## config.mk

```make
export PLATFORM = sky130hd
export DESIGN_NAME = uart_rx_port
export DESIGN_NICKNAME = d
export VERILOG_FILES = /design/src/rtl/uart_rx_port.sv
export SDC_FILE = /design/constraint.sdc
export NUM_CORES = 1
export LEC_CHECK = 0
export CAP_MARGIN = 20
export CORE_UTILIZATION = 59
export DETAILED_ROUTE_END_ITERATION = 10
export PLACE_DENSITY = 0.85
export SLEW_MARGIN = 20
export SYNTH_ARGS = -nofsm -noshare
export SYNTH_HDL_FRONTEND = slang
export SYNTH_SLANG_ARGS = --single-unit
```

## constraint.sdc

```tcl
create_clock -name clk -period 4.5 [get_ports clk]
set_clock_uncertainty 0.05 [all_clocks]
set_input_delay 1.125 -clock clk [delete_from_list [all_inputs] [get_ports clk]]
set_output_delay 1.125 -clock clk [all_outputs]
set_load 0.03 [all_outputs]
```

## src/rtl/uart_rx_port.sv

```systemverilog
// 16x-oversampled 8N1 UART receiver exposed as a data/status register pair.
// Define UART_RX_FIFO_EN for a FIFO_DEPTH-entry FIFO; otherwise one holding register.
module uart_rx_port #(
  parameter logic [10:0] DATA_ADDR  = 11'd102,
  parameter logic [10:0] STAT_ADDR  = 11'd103,
  parameter int unsigned FIFO_DEPTH = 4
) (
  input  logic        clk,
  input  logic        reset,
  input  logic        rxclk_en,
  input  logic        rx,
  input  logic [10:0] m_addr,
  input  logic        m_rd,
  input  logic        m_en,
  output logic [7:0]  rd_data,
  output logic        rd_hit,
  output logic        irq
);

  if ((FIFO_DEPTH < 2) || ((FIFO_DEPTH & (FIFO_DEPTH - 1)) != 0)) begin : g_bad_depth
    $error("uart_rx_port: FIFO_DEPTH must be a power of 2 and at least 2");
  end

  typedef enum logic [1:0] {S_IDLE, S_START, S_DATA, S_STOP} state_e;

  state_e      state_q, state_d;
  logic        rx_meta_q, rx_s_q;
  logic [3:0]  cnt_q, cnt_d;
  logic [2:0]  idx_q, idx_d;
  logic [7:0]  shreg_q, shreg_d;
  logic        push, frame_set;

  logic        full, avail, pop, do_push, overrun_set, stat_clr;
  logic [7:0]  head, head_data, status, live_data, hold_q;
  logic        frame_err_q, overrun_q, hit_q, irq_q, acc_start;
  logic        is_data, is_stat;

  // NOTE: sequential state uses <= so every flop samples pre-edge values.
  always_ff @(posedge clk) begin
    if (reset) begin
      rx_meta_q <= 1'b1;
      rx_s_q    <= 1'b1;
      state_q   <= S_IDLE;
      cnt_q     <= '0;
      idx_q     <= '0;
      shreg_q   <= '0;
    end else begin
      rx_meta_q <= rx;
      rx_s_q    <= rx_meta_q;
      state_q   <= state_d;
      cnt_q     <= cnt_d;
      idx_q     <= idx_d;
      shreg_q   <= shreg_d;
    end
  end

  // NOTE: every always_comb output gets a default first, so no latch is inferred.
  always_comb begin
    state_d = state_q;
    cnt_d   = cnt_q;
    idx_d   = idx_q;
    shreg_d = shreg_q;
    if (rxclk_en) begin
      cnt_d = cnt_q + 4'd1;
      case (state_q)
        S_IDLE: begin
          cnt_d = '0;
          if (!rx_s_q) state_d = S_START;
        end
        S_START: if (cnt_q == 4'd7) begin
          cnt_d   = '0;
          idx_d   = '0;
          state_d = rx_s_q ? S_IDLE : S_DATA;
        end
        S_DATA: if (cnt_q == 4'd15) begin
          shreg_d = {rx_s_q, shreg_q[7:1]};
          idx_d   = idx_q + 3'd1;
          if (idx_q == 3'd7) state_d = S_STOP;
        end
        S_STOP: if (cnt_q == 4'd15) state_d = S_IDLE;
        default: state_d = S_IDLE;
      endcase
    end
  end

  always_comb begin
    push      = 1'b0;
    frame_set = 1'b0;
    if (state_q == S_STOP && rxclk_en && cnt_q == 4'd15) begin
      push      = rx_s_q;
      frame_set = !rx_s_q;
    end
  end

  // A pop or flag clear acts only on the first cycle of a CPU access.
  assign is_data   = (m_addr == DATA_ADDR);
  assign is_stat   = (m_addr == STAT_ADDR);
  assign rd_hit    = m_en & m_rd & (is_data | is_stat);
  assign acc_start = rd_hit & ~hit_q;
  assign pop       = acc_start & is_data & avail;
  assign stat_clr  = acc_start & is_stat;

  // A full buffer still accepts a push when the head leaves on the same edge.
  assign do_push     = push & (~full | pop);
  assign overrun_set = push & full & ~pop;

`ifdef UART_RX_FIFO_EN
  localparam int AW = $clog2(FIFO_DEPTH);

  logic [7:0]  mem_q [FIFO_DEPTH];
  logic [AW:0] wr_ptr_q, rd_ptr_q, wr_ptr_d, rd_ptr_d;

  assign full  = (wr_ptr_q[AW] != rd_ptr_q[AW]) && (wr_ptr_q[AW-1:0] == rd_ptr_q[AW-1:0]);
  assign avail = (wr_ptr_q != rd_ptr_q);
  assign head  = mem_q[rd_ptr_q[AW-1:0]];

  always_comb begin
    wr_ptr_d = wr_ptr_q + {{AW{1'b0}}, do_push};
    rd_ptr_d = rd_ptr_q + {{AW{1'b0}}, pop};
  end

  // NOTE: storage is left unreset; the pointers alone define which entries are valid.
  always_ff @(posedge clk) begin
    if (do_push) mem_q[wr_ptr_q[AW-1:0]] <= shreg_q;
  end

  always_ff @(posedge clk) begin
    if (reset) begin
      wr_ptr_q <= '0;
      rd_ptr_q <= '0;
      irq_q    <= 1'b0;
    end else begin
      wr_ptr_q <= wr_ptr_d;
      rd_ptr_q <= rd_ptr_d;
      irq_q    <= (wr_ptr_d != rd_ptr_d);
    end
  end
`else
  logic [7:0] hold_byte_q;
  logic       valid_q, valid_d;

  assign full    = valid_q;
  assign avail   = valid_q;
  assign head    = hold_byte_q;
  assign valid_d = do_push | (valid_q & ~pop);

  always_ff @(posedge clk) begin
    if (reset) begin
      hold_byte_q <= '0;
      valid_q     <= 1'b0;
      irq_q       <= 1'b0;
    end else begin
      if (do_push) hold_byte_q <= shreg_q;
      valid_q <= valid_d;
      irq_q   <= valid_d;
    end
  end
`endif

  assign head_data = avail ? head : 8'h00;
  assign status    = {5'b0, frame_err_q, overrun_q, avail};
  assign live_data = is_data ? head_data : status;
  assign rd_data   = !rd_hit ? 8'h00 : (acc_start ? live_data : hold_q);
  assign irq       = irq_q;

  // Setting a flag takes priority over a same-cycle status-read clear.
  always_ff @(posedge clk) begin
    if (reset) begin
      frame_err_q <= 1'b0;
      overrun_q   <= 1'b0;
      hit_q       <= 1'b0;
      hold_q      <= '0;
    end else begin
      if (frame_set)        frame_err_q <= 1'b1;
      else if (stat_clr)    frame_err_q <= 1'b0;
      if (overrun_set)      overrun_q   <= 1'b1;
      else if (stat_clr)    overrun_q   <= 1'b0;
      hit_q <= rd_hit;
      if (acc_start) hold_q <= live_data;
    end
  end

endmodule

```

==> flow_summary_export.csv <==
group,metric,value,unit
die,start_util,61.8,%
power,netSwitchingPower,130,µW
cts,htree_levels,2,
layout,syn2layout_area_growth,16.8,%
route,routed_wl,3950,µm
sta,fmax,0.229,GHz
place,dp.cells,293,
layout,final_common_cell,"dfxtp_1",
global_routing,grt_max_degree,66,
synth,ys_types,39,
layout,stdcell_count,301,
power,peakVddDrop,0.000196,V
flow_run,cap_viol_max_count,0,
cts,clk_pin_slew,0.10,ns
route,vias_per_cell,5.94,
cts,post-cts-setup-buffers,0,
synth,ys_ff_latch,39,
synth,syn_inst,238,
sta,slew_headroom,48.4,%
setup_path,path_class,"input pin to primary output",
route,vias,1788,
synth,synth_flop_cell,"dfxtp_1",
sta,worst_pin_slew,0.772,ns
route,drc,0,
layout,num_antenna_cells,0,
sta,fin_crit_sh,97.1,%
global_routing,antenna_found_initial,0,
setup_path,cp.arrival,3.19,ns
place,place_area,2320,µm²
setup_path,regToRegSetupSlack,2.14,ns
cts,cts_num_sinks,39,
power,power.total,628,µW
cts,clockBufferDepth,2,
die,die_w,61.1,µm
synth,syn_area_per_cell,8.66,µm²
synth,synth-seq-area-share,37.9,%
setup_path,required,3.32,ns
sta,whs,0.371,ns
sta,rsz0062_at_grt,"no",
synth,syn_nets,258,
die,fp-row-count,21,
power,switching_share,20.7,%
setup_path,cp-start-kind,"input pin",
die,boundaryPins,27,
sta,hold_violations,0,
power,comb_power_share,5.5,%
synth,yosysWarnings,0,
global_routing,grt_pass1_vias,1504,
place,dp_hpwl,2680,µm
run_status,status,"complete, no violations",
worst_hold_path,hold_end,"rx_s_q$_SDFF_PP1_",
route,drtIter0Drc,107,
place,gp_congestion,0.797,
sta,setup_ws,0.131,ns
place,port_buffers,26,
setup_path,r2r-start,"hit_q$_SDFF_PP0_",
power,clockPowerShare,39.1,%
layout,drive_gt1_share,14.9,%
route,ant_nets,0,
die,design.die.area,3730,µm²
power,p_seq_share,55.5,%
sta,setup_violations,0,
route,first_pass_iters,5,
cts,cts_resized,0,
synth,async_flop_share,0,%
setup_path,r2r_cells,5,
global_routing,track_usage,23.5,%
synth,synth_edf_count,0,
global_routing,grt_pass1_wl,6620,µm
cts,cts_tree,"yes",
route,post_drt_wl_per_cell,13.1,µm
die,dieHeight,61.1,µm
setup_path,path_max_fanout,10,
sta,period_minus_slack,4.37,ns
sta,setup_tns,0,ns
power,p_int,498,µW
worst_hold_path,holdCritStartpoint,"rx_meta_q$_SDFF_PP1_",
setup_path,timing.rr.end,"head[2]$_SDFFE_PP0P_",
power,power-per-cell-area,261,nW/µm²
layout,fin_nets,274,
power,leakage,0.798,nW
cts,hold_buffers,0,
layout,final_cell_mix,"dfxtp_1 (39), nand3b_1 (21), a21oi_1 (19)",
synth,synth_area,2060,µm²
worst_hold_path,hold_depth,1,
cts,cts_root_buffer,"clkbuf_4",
layout,final_util,72.1,%
cts,numCtsBuffers,5,
layout,design_area,2410,µm²
setup_path,end_kind,"primary output",
place,dp_slack,0.121,ns
sta,finalMaxSlewViolations,0,
die,core_area,3340,µm²
cts,clock_latency,0.35,ns
global_routing,overflow,0,
worst_hold_path,hold_path_class,"flip-flop to flip-flop",
==> metal layers <==
metal,part of all wire (%),GRT usage [%],vias up
li1,-,-,918
met1,51,33.3,839
met2,45,34.3,27
met3,2.7,6.72,4
met4,1.0,7.79,0
met5,0,0,-
==> logic make-up (layout without fill, tap and decap cells) <==
group           count (synthesis)  in the layout  synth area share (%)
mux                            11             11                  5.34
flops                          39             39                  37.9
compound gates                 44             44                  14.1
buf+inv                        28             45                  5.28
fa+ha+maj                       3              3                  1.82
simple gates                  112            112                  35.1
xor+xnor                        1              1                 0.425
==> power by group through the flow <==
stage | clock network, mW | logic (mW) | registers (mW)
after floorplan | 0 | 0.0172 | 0.355
after global placement | 0 | 0.0334 | 0.356
after detailed placement | 0 | 0.0341 | 0.356
after CTS | 0.251 | 0.0341 | 0.348
after global routing | 0.268 | 0.0369 | 0.349
final | 0.245 | 0.0342 | 0.348
==> state kept, by name, summed over array words and instances (netlist names), named ones only <==
signal and count:
avail 1, cnt_q 4, frame_err_q 1, head 8, hit_q 1, hold_q 8
idx_q 3, overrun_q 1, rx_meta_q 1, rx_s_q 1, shreg_q 8, state_q 1
==> synth_stat cells (all sizes together) (3+ instances only) <==
master,number,area (µm²)
a21oi,19,95.1
buf,3,12.5
or4b,16,160
a211oi,5,37.5
nand2b,5,31.3
nand2,16,60.1
ha,3,37.5
inv,4,15.0
nor4,4,25.0
or4,5,41.3
o2111ai,11,96.3
nand3,7,35.0
mux2i,11,110
dfxtp,39,781
nor2,14,52.6
nand3b,21,158
nor3,7,35.0
clkbuf,21,81.3
and2,3,18.8
o21ai,3,15.0
==> critical path, cell delays in order <==
cell and delay (ns):
clkdlybuf4s50_1 0.44, or3b_1 0.38, or4_2 0.81, nor3_1 0.24, buf_4 0.19
==> worst max path at each step <==
stage / start / to / slack [ns] / cells after the start
6_report: m_addr[6] / rd_data[0] / 0.13 / 5
5_1_grt: m_addr[6] / rd_data[0] / 0.02 / 5
4_1_cts: m_addr[6] / rd_data[0] / 0.12 / 5
3_5_place_dp: m_addr[6] / rd_data[0] / 0.12 / 5
3_3_place_gp: m_addr[6] / rd_data[0] / 0.17 / 5
2_1_floorplan: m_addr[9] / rd_data[0] / 0.14 / 5
==> area by class of cell <==
| type | count | area (µm²) |
|---|---|---|
| multi-input cells | 171 | 1180 |
| fillers | 274 | 930 |
| flip-flops and latches | 39 | 781 |
| repair buffers | 33 | 290 |
| well taps | 46 | 57.6 |
| clock buffers | 6 | 51.3 |
| clock inverters | 2 | 35.0 |
| inverters | 4 | 15.0 |
(Power assumes the default switching activity.)
